<file path="src/rtl/writeback_queue.sv">
// Writeback queue: merges ALU and load results into one register-file write port
// through a 4-entry FIFO. Define WB_BYPASS_EN to write a lone source straight through an empty queue.
module writeback_queue (
    input  logic        clk,
    input  logic        rst,
    input  logic        alu_valid,
    input  logic [3:0]  alu_rd,
    input  logic [31:0] alu_data,
    output logic        alu_ready,
    input  logic        mem_valid,
    input  logic [3:0]  mem_rd,
    input  logic [31:0] mem_data,
    output logic        mem_ready,
    output logic [3:0]  rf_rd,
    output logic [31:0] rf_write_data,
    output logic        rf_reg_write,
    output logic [15:0] busy_mask,
    output logic [2:0]  count
);

    localparam int DEPTH = 4;

    logic [3:0]  rd_mem   [DEPTH];
    logic [31:0] data_mem [DEPTH];

    logic [1:0] wr_ptr_q, wr_ptr_d;
    logic [1:0] rd_ptr_q, rd_ptr_d;
    logic [2:0] count_q, count_d;

    logic       mem_enq, alu_enq, deq, bypass, head_valid;
    logic [1:0] alu_slot, scan_slot;

    // NOTE: every signal written in always_comb gets a default at the top so no path leaves it unassigned (no latches).
    always_comb begin
        mem_ready = !rst && (count_q <= 3'd3);
        alu_ready = !rst && ((count_q <= 3'd2) || ((count_q == 3'd3) && !mem_valid));
`ifdef WB_BYPASS_EN
        bypass = !rst && (count_q == 3'd0) && (alu_valid ^ mem_valid);
`else
        bypass = 1'b0;
`endif
        // A bypassed result is consumed by the write port, so it never occupies a slot.
        mem_enq  = mem_valid && mem_ready && !bypass;
        alu_enq  = alu_valid && alu_ready && !bypass;
        deq      = (count_q != 3'd0);
        alu_slot = wr_ptr_q + 2'(mem_enq);
        wr_ptr_d = wr_ptr_q + 2'(mem_enq) + 2'(alu_enq);
        rd_ptr_d = rd_ptr_q + 2'(deq);
        count_d  = count_q + 3'(mem_enq) + 3'(alu_enq) - 3'(deq);
    end

    // NOTE: sequential state uses non-blocking assignments so every register samples pre-edge values.
    always_ff @(posedge clk) begin
        if (rst) begin
            wr_ptr_q <= 2'd0;
            rd_ptr_q <= 2'd0;
            count_q  <= 3'd0;
        end else begin
            wr_ptr_q <= wr_ptr_d;
            rd_ptr_q <= rd_ptr_d;
            count_q  <= count_d;
        end
    end

    // NOTE: payload storage has no reset; count_q alone decides which slots are meaningful.
    always_ff @(posedge clk) begin
        if (mem_enq) begin
            rd_mem[wr_ptr_q]   <= mem_rd;
            data_mem[wr_ptr_q] <= mem_data;
        end
        if (alu_enq) begin
            rd_mem[alu_slot]   <= alu_rd;
            data_mem[alu_slot] <= alu_data;
        end
    end

    always_comb begin
        head_valid    = !rst && (count_q != 3'd0);
        rf_reg_write  = head_valid;
        rf_rd         = head_valid ? rd_mem[rd_ptr_q] : 4'd0;
        rf_write_data = head_valid ? data_mem[rd_ptr_q] : 32'd0;
`ifdef WB_BYPASS_EN
        if (bypass) begin
            rf_reg_write  = 1'b1;
            rf_rd         = alu_valid ? alu_rd : mem_rd;
            rf_write_data = alu_valid ? alu_data : mem_data;
        end
`endif
    end

    // The head is still counted as busy during the cycle it is being written.
    always_comb begin
        busy_mask = 16'd0;
        scan_slot = 2'd0;
        for (int k = 0; k < DEPTH; k++) begin
            scan_slot = rd_ptr_q + 2'(k);
            if (!rst && (3'(k) < count_q))
                busy_mask[rd_mem[scan_slot]] = 1'b1;
        end
    end

    assign count = count_q;

endmodule

</file>
<file path="config.mk">
export PLATFORM = sky130hd
export DESIGN_NAME = writeback_queue
export DESIGN_NICKNAME = d
export VERILOG_FILES = /design/src/rtl/writeback_queue.sv
export SDC_FILE = /design/constraint.sdc
export NUM_CORES = 1
export LEC_CHECK = 0
export ABC_AREA = 1
export CAP_MARGIN = 20
export CELL_PAD_IN_SITES_DETAIL_PLACEMENT = 0
export CELL_PAD_IN_SITES_GLOBAL_PLACEMENT = 1
export CORE_ASPECT_RATIO = 2
export CORE_MARGIN = 3
export CORE_UTILIZATION = 37
export DETAILED_ROUTE_END_ITERATION = 12
export GPL_TIMING_DRIVEN = 0
export PLACE_DENSITY = 0.73
export SETUP_SLACK_MARGIN = 0.2
export SKIP_CTS_REPAIR_TIMING = 1
export SLEW_MARGIN = 0
export SYNTH_ARGS = -nofsm -noshare
export SYNTH_HDL_FRONTEND = slang
export SYNTH_SLANG_ARGS = --single-unit
</file>
<file path="constraint.sdc">
create_clock -name clk -period 4.4 [get_ports clk]
set_input_delay 0.88 -clock clk [delete_from_list [all_inputs] [get_ports clk]]
set_output_delay 0.88 -clock clk [all_outputs]
set_load 0.02 [all_outputs]
</file>
Word level (Yosys, flattened, before mapping)
Memory sizes are Yosys's and may differ from the RTL's. A register that Yosys moved wholly into a read port is not among the register bits.
Index checks and enable logic that the tools add are counted.
Word-level totals
  memory bits (read-only): 0
  latch bits: 0
  memory bits (writable): 144
  memories: 2
  word-level logic and storage cells: 70
  output and inout bits: 58
  flip-flop bits (word level): 7
Cells by class
  equal/unequal tests: 1
  bitwise logic cells: 3
  $mul: 0
  reduce and logical (&&, ||, !) cells: 18
  shift operators: 0
  mux-type cells: 20
  divide/modulo/power cells: 0
  $lt $le $gt $ge: 14
  add/sub/neg operators: 9
Memories
  data_mem: depth 4, width 32, read ports 1, clocked after Yosys merged registers in 1, write ports 2, RTL line 24  | logic [31:0] data_mem [DEPTH];
  rd_mem: depth 4, width 4, read ports 4, clocked after Yosys merged registers in 1, write ports 2, RTL line 23  | logic [3:0] rd_mem [DEPTH];
Operators with widths (number)
  16-bit 2-to-1 mux: 4
  16-bit OR: 3
  32-bit 2-to-1 mux: 1
  4-bit by 5-bit less-than comparator with 1-bit output, second input constant: 4
  1-bit demux with 4-bit select: 4
  4-bit by 1-bit greater-or-equal comparator with 1-bit output, second input constant: 4
  1-bit logical AND: 14
  1-bit 2-to-1 mux: 8
  2-bit by 1-bit adder with 2-bit output: 3
  3-bit by 1-bit adder with 3-bit output: 2
  3-bit by 2-bit less-or-equal comparator with 1-bit output, second input constant: 2
  1-bit by 3-bit less-than comparator with 1-bit output, first input constant: 2
  2-bit by 3-bit less-than comparator with 1-bit output, first input constant: 2
  2-bit adder, second input constant: 2
  2-bit 2-to-1 mux: 2
  4-bit 2-to-1 mux: 1
  3-bit by 2-bit equality test with 1-bit output, second input constant: 1
  3-bit nonzero test: 1
  3-bit by 1-bit subtractor with 3-bit output: 1
  2-bit by 1-bit adder with 2-bit output, second input constant: 1
  1-bit zero test: 2
  1-bit logical OR: 1

Logic depth before layout (Yosys ltp)
Gate-level depths: netlist (run 1).
An unclocked memory read counts as a cell.
  word-level depth: 12
  depth in mapped cells: 12
  gate-level depth less buffers: 12

Worst setup path after synthesis (run 1)
No wires, ideal clock.
  kind: input-to-reg
  from: input rst
  to: memory data_mem[0][0] (enable)
  data required time: 3921 ps
  setup slack: -488 ps
  arrival time: 4409 ps
  stages on the path: 5
  buffers on the path: 1
  path through: clkbuf_1 nor2_1 nand2_1 or2_2 o21ai_0
RTL lines
  start, declared: RTL line 5  | input logic rst,
  end, declared: RTL line 24

Worst setup path after layout (run 1)
  from: input rst
  to: output rf_write_data[22]
On the way
  longest elaborated chain between the ends: 3
RTL lines
  1-bit zero test: RTL line 78  | head_valid = !rst && (count_q != 3'd0);
  1-bit logical AND: RTL line 78
  32-bit 2-to-1 mux: RTL line 81  | rf_write_data = head_valid ? data_mem[rd_ptr_q] : 32'd0;
  end, declared: RTL line 15  | output logic [31:0] rf_write_data,
Every way passes these cells.

==> impl_metrics.csv, run 1 <==
group,metric,value,unit
global_route,grt_overflow_total,0,
global_route,grt_pass1_vias,8409,
routing,drc,0,
synth,netlist_instances,1094,
routing,first_iter_violations,534,
timing,relSlewSlack,0.453,
setup_path,critPathMaxFanout,10,
clock_tree,cts_tree,"yes",
floorplan,die-area,0.0266,mm²
routing,vias,8306,
clock_tree,clock_sinks,151,
power_and_ir_drop,leakage,4.55,nW
clock_tree,root_buffer,"clkbuf_16",
synth,ys_types,31,
placement,dp.cells,1517,
setup_path,crit_family,"buffers and inverters",
setup_path,critical_path_class,"primary input to primary output",
min_path,hold_class,"register to register",
floorplan,die_h,228,µm
final_layout,layout.nets,1333,
placement,port_buffers,132,
setup_path,arrival,3.14,ns
routing,dr.pass1.iters,5,
clock_tree,cts_inserted_buffers,17,
synth,ys.flop_type,"edfxtp_1",
power_and_ir_drop,power_density,583,mW/mm²
setup_path,r2r_end,"data_mem[1][26]$_DFFE_PP_",
timing,tns,0,ns
synth,ys.warnings.count,0,
timing,finalSetupViolCount,0,
final_layout,design_area,0.0115,mm²
floorplan,rows,80,
timing,worst_pin_slew,0.817,ns
clock_tree,clk_latency,0.43,ns
setup_path,cpPeakStageDelay,0.68,ns
synth,yosysTopAreaCellShare,0.475,
final_layout,fin_cells,1548,
synth,seq_area_frac_synth,0.491,
placement,pre_cts_ws,-0.0867,ns
timing,hold_slack,0.605,ns
setup_path,worstPathRequired,3.52,ns
floorplan,core,0.0240,mm²
run_status,outcome,"completed",
timing,finalMaxSlewViolations,0,
synth,synth.most_common_cell,"nand2_1",
global_route,grt_usage,0.242,
final_layout,fin_util,0.477,
routing,wire_per_inst,20.3,µm
final_layout,area_delta_synth_final,26.0,%
min_path,hp-start,"rd_ptr_q[0]$_SDFF_PP0_",
timing,finalCriticalPeriod,4.02,ns
setup_path,worst-path-buf-inv,4,
timing,fin_ws,0.376,ns
placement,place_congestion,0.900,
setup_path,cpMaxStageDelayCell,"clkdlybuf4s50_1",
placement,detailed_place_hpwl,23600,µm
synth,synth_nets,1178,
power_and_ir_drop,vdd_drop_max,0.287,mV
setup_path,reg2reg_from,"count[2]$_SDFF_PP0_",
floorplan,initial_utilization,0.379,
final_layout,antenna_cells,0,
synth,netlist_area,0.00910,mm²
synth,synth-edff-count,144,
timing,rsz0062_at_grt,"no",
setup_path,r2r_slack,1.71,ns
clock_tree,clk_pin_slew,0.06,ns
floorplan,boundaryPins,134,
global_route,grt_antenna_before_repair,0,
global_route,grt_max_degree,24,
clock_tree,h-tree-depth,4,
timing,final_hold_viol_count,0,
final_layout,layout-drive-gt1-share,0.104,
placement,placed_area,0.0109,mm²
timing,fin_crit_sh,0.914,
synth,synthArstFlopShare,0,
global_route,grt_pass1_wl,47700,µm
setup_path,critPathLaunchType,"primary input",
setup_path,reg2regPathDepth,9,
setup_path,crit_top_cell,"clkdlybuf4s50_1",
routing,drtAntennaViolNets,0,
routing,routed_wl,31500,µm
min_path,hold_depth,3,
timing,fmax,0.249,GHz
synth,synth_area_per_cell,8.32,µm²
setup_path,path_cells,"clkdlybuf4s50_1 > a31oi_1 > inv_2 > clkbuf_2 > a41oi_1 > clkdlybuf4s50_1",
setup_path,end_kind,"primary output",
min_path,worstHoldEndpoint,"rd_ptr_q[0]$_SDFF_PP0_",
power_and_ir_drop,finalPower,6.68,mW
synth,synth_common_cells,"304 x nand2_1, 169 x nand3_1, 144 x edfxtp_1, 119 x o21ai_1, 109 x nor2_1",
timing,skew,0.00942,ns
synth,ys_ff_latch,151,
routing,via_per_inst,5.37,
clock_tree,clockBufferDepth,2,
floorplan,die_w,117,µm
synth,synth_top_cell_by_area,"edfxtp_1",
run,maxCapViolCount,0,
synth,synth_area_leaders,"edfxtp_1 48%, nand2_1 13%, nand3_1 9.3%",
## layer usage
metal	GRT usage	wire length [µm]
met1	0.237	10600
met2	0.460	17900
met3	0.0366	1360
met4	0.133	1600
met5	0	0
## how the worst max path moves through the flow
stage / from / end / cells after the start
2_1_floorplan: rst / data_mem[0][0]$_DFFE_PP_ / 5
3_3_place_gp: rst / data_mem[0][26]$_DFFE_PP_ / 6
5_1_grt: rst / busy_mask[14] / 8
3_5_place_dp: rst / busy_mask[14] / 8
6_report: rst / rf_write_data[22] / 6
4_1_cts: rst / busy_mask[14] / 8
## registers in the layout, summed over array words and instances, names as in the netlist
| name | cells |
|---|---|
| count | 3 |
| data_mem | 128 |
| wr_ptr_q | 2 |
| rd_mem | 16 |
| rd_ptr_q | 2 |
## cell families after synthesis
kind of cell | after synthesis | share of synthesized area
xor+xnor | 5 | 0.00564
flops | 151 | 0.491
simple gates | 591 | 0.277
compound gates | 196 | 0.133
buf+inv | 143 | 0.0818
fa+ha+maj | 8 | 0.0118
## report_power, final
part | leakage [nW] | total (mW) | switching (mW) | internal (mW)
Sequential | 1.37 | 1.94 | 0.0759 | 1.87
Combinational | 2.93 | 3.42 | 2.32 | 1.10
Clock | 0.248 | 1.32 | 0.560 | 0.759
Total | 4.55 | 6.68 | 2.95 | 3.73
## tightest hold or removal path, cell delays in order (launching register included)
cell and delay (ns):
dfxtp_1 0.34, ha_1 0.13, inv_1 0.03, nor2_1 0.07
## cell usage in the layout, fill, tap and decap left out, types with 3 or more instances in the layout
cell type        count
clkbuf_16           17
nor2_1             108
clkdlybuf4s50_1    132
clkinv_1             5
buf_4               10
clkbuf_1            17
clkinvlp_4           3
o21ai_2             25
clkinv_2             5
o21ai_4              4
dfxtp_1              7
nand3_1            169
buf_6               19
clkbuf_2             3
inv_1               64
o21ai_0             10
nand2_1            304
a41oi_1             32
edfxtp_1           144
o21ai_1            119
buf_2               21
ha_1                 7
nand4_4              4
inv_2                5
buf_1                4
## area by class of cell
| type | count | area (µm²) |
|---|---|---|
| Buffer | 72 | 480 |
| Clock buffer | 19 | 433 |
| Clock inverter | 12 | 87.6 |
| Fill cell | 2361 | 12600 |
| Inverter | 71 | 268 |
| Multi-Input combinational cell | 800 | 3960 |
| Sequential cell | 151 | 4460 |
| Tap cell | 287 | 359 |
| Timing Repair Buffer | 136 | 1420 |
Power figures use the tool's default switching activity.
==> run 2, diff against run 1 <==
- CORE_ASPECT_RATIO: 2 -> default
==> impl_metrics.csv, run 2 (synthesis gave the netlist of run 1 again) <==
group,metric,value,unit
global_route,grt_max_degree,22,
global_route,grt_pass1_wl,46400,µm
clock_tree,clock_sinks,151,
final_layout,layout-drive-gt1-share,0.104,
final_layout,layout.cells.most_common,"nand2_1",
timing,fmax,0.244,GHz
floorplan,die_h,163,µm
floorplan,core,0.0238,mm²
timing,hold_slack,0.593,ns
run_status,outcome,"completed",
setup_path,worstPathRequired,3.52,ns
routing,first_iter_violations,815,
final_layout,area_delta_synth_final,26.5,%
routing,drc,0,
power_and_ir_drop,finalPower,6.59,mW
timing,fin_crit_sh,0.930,
final_layout,mostFrequentLayoutCells,"304 x nand2_1, 169 x nand3_1, 144 x edfxtp_1",
routing,via_per_inst,5.28,
global_route,use_met2,0.389,
timing,skew,0.00829,ns
global_route,met1_usage,0.300,
placement,port_buffers,132,
placement,pre_cts_ws,0.176,ns
final_layout,regMostFlops,"data_mem",
global_route,grt_overflow_total,0,
floorplan,die_w,163,µm
power_and_ir_drop,power_density,573,mW/mm²
setup_path,arrival,3.21,ns
power_and_ir_drop,leakage,4.56,nW
run,maxCapViolCount,0,
global_route,grt_usage,0.229,
global_route,grt_util_met3,0.0290,
setup_path,critPathLaunchType,"primary input",
timing,finalSetupViolCount,0,
timing,finalCriticalPeriod,4.09,ns
setup_path,critical_path_class,"primary input to primary output",
clock_tree,clockBufferDepth,2,
timing,fin_ws,0.308,ns
global_route,grt_pass1_vias,8257,
clock_tree,clk_latency,0.42,ns
final_layout,fin_util,0.483,
floorplan,rows,56,
floorplan,die-area,0.0265,mm²
clock_tree,clk_pin_slew,0.06,ns
timing,worst_pin_slew,0.723,ns
power_and_ir_drop,vdd_drop_max,0.308,mV
routing,wire_per_inst,19.0,µm
timing,final_hold_viol_count,0,
placement,detailed_place_hpwl,21100,µm
setup_path,end_kind,"primary output",
final_layout,layout.nets,1334,
routing,dr.pass1.iters,5,
clock_tree,cts_inserted_buffers,17,
min_path,hold_class,"register to register",
routing,routed_wl,30100,µm
final_layout,fin_cells,1582,
final_layout,fillCellCount,2331,
routing,vias,8355,
final_layout,multi_input_area,0.00394,mm²
timing,rsz0062_at_grt,"yes",
routing,drtAntennaViolNets,0,
placement,dp.cells,1550,
timing,relSlewSlack,0.516,
placement,place_congestion,0.890,
final_layout,antenna_cells,0,
global_route,top_usage_layer,"met2",
timing,finalMaxSlewViolations,0,
final_layout,largest_register_ff_count,128,
setup_path,critPathMaxFanout,10,
global_route,grt_antenna_before_repair,0,
clock_tree,cts_tree,"yes",
final_layout,regArea,0.00446,mm²
clock_tree,h-tree-depth,4,
floorplan,initial_utilization,0.382,
floorplan,boundaryPins,134,
clock_tree,root_buffer,"clkbuf_16",
run 2: changes by cell type in the layout (fill, tap and decap cells not counted), moves of 2 or more:
cell | before | now
clkbuf_1 | 17 | 19
clkbuf_2 | 3 | 0
clkinv_1 | 5 | 3
clkinvlp_4 | 3 | 1
inv_6 | 0 | 6
run 2: cell type report:
cell class	count	area share
clock inverters	14	0.00837
well taps	319	0.0347
repair buffers	137	0.125
inverters	71	0.0233
plain buffers	72	0.0414
multi-input cells	800	0.342
flip-flops and latches	151	0.388
clock buffers	18	0.0373
run 2: through the flow:
| step | instance area, µm² | TNS (ns) |
|---|---|---|
| CTS | 11500 | 0 |
| global placement | 10800 | -345.74 |
| detailed placement | 11000 | 0 |
| global route | 11500 | 0 |
| floorplan | 9100 | -35.14 |
| finish | 11500 | 0 |
run 2: layer usage:
layer / wire, µm / vias up
li1: - / 4087
met1: 12800 / 3878
met2: 14800 / 337
met3: 1910 / 53
met4: 609 / 0
met5: 0 / -
run 2: final timing paths:
check / start / endpoint / slack, ns / cells past startpoint
worst max-delay path: rst / rf_write_data[23] / 0.31 / 6
worst min-delay path: rd_ptr_q[0]$_SDFF_PP0_ / rd_ptr_q[0]$_SDFF_PP0_ / 0.59 / 3
worst max register to register: count[2]$_SDFF_PP0_ / data_mem[2][11]$_DFFE_PP_ / 1.71 / 9
worst min register to register: rd_ptr_q[0]$_SDFF_PP0_ / rd_ptr_q[0]$_SDFF_PP0_ / 0.59 / 3
run 2: report_power, final:
part / internal, mW / total (mW) / switching [mW] / leakage, nW
combinational: 1.09 / 3.33 / 2.24 / 2.92
sequential: 1.87 / 1.94 / 0.0752 / 1.37
clock: 0.723 / 1.32 / 0.597 / 0.261
total: 3.68 / 6.59 / 2.91 / 4.56
run 2: worst max-delay path, stage by stage:
cell	delay (ns)
clkdlybuf4s50_1	0.48
a31oi_1	0.26
inv_2	0.19
clkbuf_1	0.32
a41oi_1	0.39
clkdlybuf4s50_1	0.68
